--- src/rtl/mem_stage.sv ---
`default_nettype none
// ============================================================================
// Module   : mem_stage
// Purpose  : Pipeline MEM stage. It holds the EXE/MEM and MEM/WB registers and
//            runs a request/ack handshake to a word-addressed SRAM.
// Revision : 1.0 - initial release
// ============================================================================
module mem_stage (
  input  logic        clk,
  input  logic        rst,
  input  logic [31:0] PC_in,
  input  logic        WB_EN_in,
  input  logic [1:0]  MEM_CMD_in,
  input  logic [31:0] ALU_res_in,
  input  logic [31:0] src2_val_in,
  input  logic [4:0]  Dst_in,
  output logic        sram_req,
  output logic        sram_we,
  output logic [15:0] sram_addr,
  output logic [31:0] sram_wdata,
  input  logic [31:0] sram_rdata,
  input  logic        sram_ack,
  output logic        freeze,
  output logic [4:0]  Dst_MEM,
  output logic        WB_EN_MEM_out,
  output logic [31:0] Result_Alu_Mem,
  output logic [31:0] PC_WB,
  output logic        WB_EN_WB,
  output logic        MEM_R_EN_WB,
  output logic [31:0] ALU_res_WB,
  output logic [31:0] Mem_data_WB,
  output logic [4:0]  Dst_WB
);

  localparam logic [1:0] C_CMD_LOAD  = 2'b01;
  localparam logic [1:0] C_CMD_STORE = 2'b10;

  typedef enum logic [1:0] {
    S_IDLE   = 2'd0,
    S_ACCESS = 2'd1,
    S_DONE   = 2'd2
  } state_t;

  state_t      r_state;

  logic [31:0] r_pc_m;
  logic        r_wb_en_m;
  logic [1:0]  r_cmd_m;
  logic [31:0] r_alu_m;
  logic [31:0] r_src2_m;
  logic [4:0]  r_dst_m;

  logic        r_req;
  logic        r_we;
  logic [15:0] r_addr;
  logic [31:0] r_wdata;
  logic [31:0] r_rdata;

  logic [31:0] r_pc_wb;
  logic        r_wb_en_wb;
  logic        r_mem_r_en_wb;
  logic [31:0] r_alu_wb;
  logic [31:0] r_mem_data_wb;
  logic [4:0]  r_dst_wb;

  logic        w_is_load;
  logic        w_is_store;
  logic        w_is_mem;

  assign w_is_load  = (r_cmd_m == C_CMD_LOAD);
  assign w_is_store = (r_cmd_m == C_CMD_STORE);
  assign w_is_mem   = w_is_load || w_is_store;

  // Releasing the stall in DONE lets the next op enter on the same edge the
  // finished op retires, so a memory op costs exactly ack-wait + 2 cycles.
  assign freeze = w_is_mem && (r_state != S_DONE);

  always_ff @(posedge clk) begin
    if (rst) begin
      r_pc_m    <= 32'd0;
      r_wb_en_m <= 1'b0;
      r_cmd_m   <= 2'b00;
      r_alu_m   <= 32'd0;
      r_src2_m  <= 32'd0;
      r_dst_m   <= 5'd0;
    end else if (!freeze) begin
      r_pc_m    <= PC_in;
      r_wb_en_m <= WB_EN_in;
      r_cmd_m   <= MEM_CMD_in;
      r_alu_m   <= ALU_res_in;
      r_src2_m  <= src2_val_in;
      r_dst_m   <= Dst_in;
    end
  end

  // Request fields are only non-zero while the FSM sits in ACCESS.
  always_ff @(posedge clk) begin
    if (rst) begin
      r_state <= S_IDLE;
      r_req   <= 1'b0;
      r_we    <= 1'b0;
      r_addr  <= 16'd0;
      r_wdata <= 32'd0;
      r_rdata <= 32'd0;
    end else begin
      case (r_state)
        S_IDLE: begin
          if (w_is_mem) begin
            r_state <= S_ACCESS;
            r_req   <= 1'b1;
            r_we    <= w_is_store;
            r_addr  <= r_alu_m[17:2];
            r_wdata <= r_src2_m;
          end
        end
        S_ACCESS: begin
          if (sram_ack) begin
            r_state <= S_DONE;
            r_req   <= 1'b0;
            r_we    <= 1'b0;
            r_addr  <= 16'd0;
            r_wdata <= 32'd0;
            if (w_is_load) begin
              r_rdata <= sram_rdata;
            end
          end
        end
        S_DONE: begin
          r_state <= S_IDLE;
        end
        default: begin
          r_state <= S_IDLE;
          r_req   <= 1'b0;
          r_we    <= 1'b0;
          r_addr  <= 16'd0;
          r_wdata <= 32'd0;
        end
      endcase
    end
  end

  always_ff @(posedge clk) begin
    if (rst || freeze) begin
      r_pc_wb       <= 32'd0;
      r_wb_en_wb    <= 1'b0;
      r_mem_r_en_wb <= 1'b0;
      r_alu_wb      <= 32'd0;
      r_mem_data_wb <= 32'd0;
      r_dst_wb      <= 5'd0;
    end else begin
      r_pc_wb       <= r_pc_m;
      r_wb_en_wb    <= r_wb_en_m;
      r_mem_r_en_wb <= w_is_load;
      r_alu_wb      <= r_alu_m;
      r_mem_data_wb <= w_is_load ? r_rdata : 32'd0;
      r_dst_wb      <= r_dst_m;
    end
  end

  assign sram_req       = r_req;
  assign sram_we        = r_we;
  assign sram_addr      = r_addr;
  assign sram_wdata     = r_wdata;

  assign Dst_MEM        = r_dst_m;
  assign WB_EN_MEM_out  = r_wb_en_m;
  assign Result_Alu_Mem = r_alu_m;

  assign PC_WB          = r_pc_wb;
  assign WB_EN_WB       = r_wb_en_wb;
  assign MEM_R_EN_WB    = r_mem_r_en_wb;
  assign ALU_res_WB     = r_alu_wb;
  assign Mem_data_WB    = r_mem_data_wb;
  assign Dst_WB         = r_dst_wb;

endmodule
`default_nettype wire
--- config.mk ---
export PLATFORM = sky130hd
export DESIGN_NAME = mem_stage
export DESIGN_NICKNAME = d
export VERILOG_FILES = /design/src/rtl/mem_stage.sv
export SDC_FILE = /design/constraint.sdc
export NUM_CORES = 1
export LEC_CHECK = 0
export ABC_CLOCK_PERIOD_IN_PS = 3370
export BUFFER_PORTS_ARGS = -buffer_cell sky130_fd_sc_hd__buf_4
export CAP_MARGIN = 30
export CORE_ASPECT_RATIO = 0.75
export CORE_MARGIN = 2
export CORE_UTILIZATION = 53
export CTS_CLUSTER_SIZE = 8
export DETAILED_ROUTE_END_ITERATION = 8
export GPL_TIMING_DRIVEN = 0
export PLACE_DENSITY = 0.84
export RECOVER_POWER = 25
export SLEW_MARGIN = 0
export SYNTH_ARGS = -nofsm -noshare
export SYNTH_HDL_FRONTEND = slang
export SYNTH_SLANG_ARGS = --single-unit
export TNS_END_PERCENT = 100
--- constraint.sdc ---
create_clock -name clk -period 3.37 [get_ports clk]
set_clock_uncertainty 0.05 [all_clocks]
set_input_delay 0.1685 -clock clk [delete_from_list [all_inputs] [get_ports clk]]
set_output_delay 0.1685 -clock clk [all_outputs]
set_load 0.02 [all_outputs]
==> out/qor.yml <==
status: "finished clean"
die_width_microns: 158.1
grt-busiest-layer: "met2"
overflow: 0
area_delta_synth_final_pct: 50.78
cpMostUsedCell: "buf_2"
syn_inst: 964
clock_path_buffers: 3
via_per_inst: 5.700
n_fill_cell: 1115
async_reset_ff_share_pct: 0
synthDistinctLibCells: 30
avgRoutedWirePerCell_microns: 20.68
initial_core_util_pct: 53.80
worstHoldPathCells: 3
hold_class: "input pin to flop"
cap_violations: 0
worst-endpoint-required_ns: 3.76
synth_edf_count: 0
grt_pass1_vias: 10090
cp.depth: 8
postCtsSetupRepairBufs: 0
drt-pass1-iter-count: 6
ys.flop_type: "dfxtp_1"
syn_area_sq_mm: 0.009443
fin_nets: 1615
reg2reg_slack_ns: 0.64
clock_sinks: 291
use_met1_pct: 42.33
maxSlewViolCount: 0
synth.most_common_cell: "dfxtp_1"
hold_buffers: 137
hp-start: "rst"
finalHoldViolCount: 0
slew_headroom_pct: 52.84
arrival_ns: 3.12
synth_area_leaders: "dfxtp_1, a21oi_1, nand3_1, o21ai_0, and2_1"
drt_iter0_drc: 760
cts_tree: "yes"
place.gp.congestion: 0.8260
placement.io_buffers: 329
ys_seq_area_share_pct: 61.69
yosys.area.top_type_share_pct: 61.69
grtUsageMet2_pct: 61.74
ys_top_cells_by_count: "dfxtp_1, a21oi_1, nand3_1"
setup.worst_path.end_class: "flop"
r2r_cells: 8
fin_tns_setup_ns: 0
gr-usage-met3_pct: 9.354
crit_path_max_fanout: 10
grt_max_degree: 11
cts_buffers: 42
power.density_mw_per_mm2: 651.3
crit_type: "flop to flop"
r2r-end: "Dst_WB[0]"
grt_pass1_wl_microns: 53920
rsz0062_at_grt: "false"
clk_latency_ns: 0.51
ys_warn_count: 0
hold_end: "r_pc_m[14]"
cts_root_buf: "clkbuf_16"
placed_area_sq_mm: 0.01222
vias: 9799
setup_viol: 0
wl_microns: 35550
synth_nets: 1105
drc: 0
timing.fmax_mhz: 365.9
period_needed_ns: 2.733
fp.dieH_microns: 119.6
worstMarginPinSlew_ns: 0.7016
yosysTopAreaCell: "dfxtp_1"
max_stage_delay_ns: 0.38
drive_above_1_share_pct: 19.80
cp.buffers_inverters: 5
synth_seq_cells: 291
syn_area_per_cell_sq_um: 9.795
power_leakage_nw: 5.905
antenna_left: 0
fin_util_pct: 81.12
dieArea_sq_mm: 0.01891
cp_cell_sequence: "inv_1 > ha_1 > buf_2 > clkinv_1 > a21oi_2 > buf_2 > clkbuf_2 > and2_1"
grt_usage_pct: 36.57
cts_resized: 0
r2r_start: "r_cmd_m[0]"
clk_pin_slew_ns: 0.05
finalCritPeriodShare_pct: 81.10
critPathTopFamily: "buffers and inverters"
place_hpwl_microns: 19730
rows: 42
start_kind: "flop"
final_cell_area_sq_mm: 0.01424
p_total_mw: 9.274
antenna_found_initial: 2
ctsHtreeMaxLevel: 2
slowest_stage: "dfxtp_1"
ir_drop_v: 0.0004506
fp.coreArea_sq_mm: 0.01755
io_pins: 331
-- state kept, by name (all words and copies together), names as in the netlist, 5 cells and up --
name	flops
r_src2_m	32
r_rdata	32
r_pc_m	32
sram_addr	16
Dst_WB	5
Dst_MEM	5
sram_wdata	32
ALU_res_WB	32
Mem_data_WB	32
PC_WB	32
Result_Alu_Mem	32
-- how the worst max path moves through the flow --
stage	slack, ns	end	from
2_1_floorplan	1.58	sram_addr[0]	r_cmd_m[0]
3_3_place_gp	0.75	Dst_WB[0]	r_cmd_m[0]
3_5_place_dp	0.71	Dst_WB[0]	r_cmd_m[0]
4_1_cts	0.70	Dst_WB[0]	r_cmd_m[0]
5_1_grt	0.57	Dst_WB[0]	r_cmd_m[0]
6_report	0.64	Dst_WB[0]	r_cmd_m[0]
-- metal layers --
metal | part of all wire (%) | up-vias
met5 | 0 | -
met4 | 5.5 | 0
li1 | - | 4347
met1 | 37 | 4701
met3 | 8.8 | 163
met2 | 48 | 588
-- cells by family after synthesis --
kind of cell    after synthesis  share of synthesized area [%]
simple gates                281                          15.69
flops                       291                          61.69
compound gates              294                          17.80
fa+ha+maj                     2                         0.2650
buf+inv                      96                          4.558
-- tightest hold or removal path: cells and delay by family --
family	cells	cell delay [ns]
AOI/OAI and AO/OA	1	0.17
buffers and inverters	2	0.42
-- metrics by stage --
step | hold WS [ns] | setup slack (ns) | std cells
after floorplan | 0.2545 | 1.583 | 964
after global placement | 0.3671 | 0.7453 | 1535
after detailed placement | 0.3757 | 0.7099 | 1535
after CTS | 0.2116 | 0.7035 | 1717
after global routing | 0.2613 | 0.5699 | 1719
final | 0.2391 | 0.6369 | 1719
-- area by class of cell --
cell class / count / area [sq um] / share of cell area, %
well taps: 242 / 302.8 / 2.127
plain buffers: 93 / 419.2 / 2.944
clock buffers: 43 / 1076 / 7.558
multi-input cells: 577 / 3187 / 22.38
repair buffers: 466 / 3395 / 23.84
flip-flops and latches: 291 / 5826 / 40.92
diodes: 2 / 5.005 / 0.03515
inverters: 3 / 11.26 / 0.07909
clock inverters: 2 / 16.27 / 0.1142
-- placed cells by master, fill, tap and decap left out, types with 49 or more instances in the layout --
cell	count
dfxtp_1	291
buf_4	210
clkbuf_1	178
dlygate4sd3_1	137
a21oi_1	136
nand3_1	104
o21ai_0	90
and2_1	71
nand2_1	65
a22o_1	49
-- power breakdown --
group | switching (mW) | internal, mW | leakage, nW
Sequential | 0.185 | 3.74 | 2.38
Clock | 1.43 | 2.23 | 0.535
Combinational | 1.05 | 0.646 | 2.99
No activity file was read; power rests on OpenSTA's default activity.
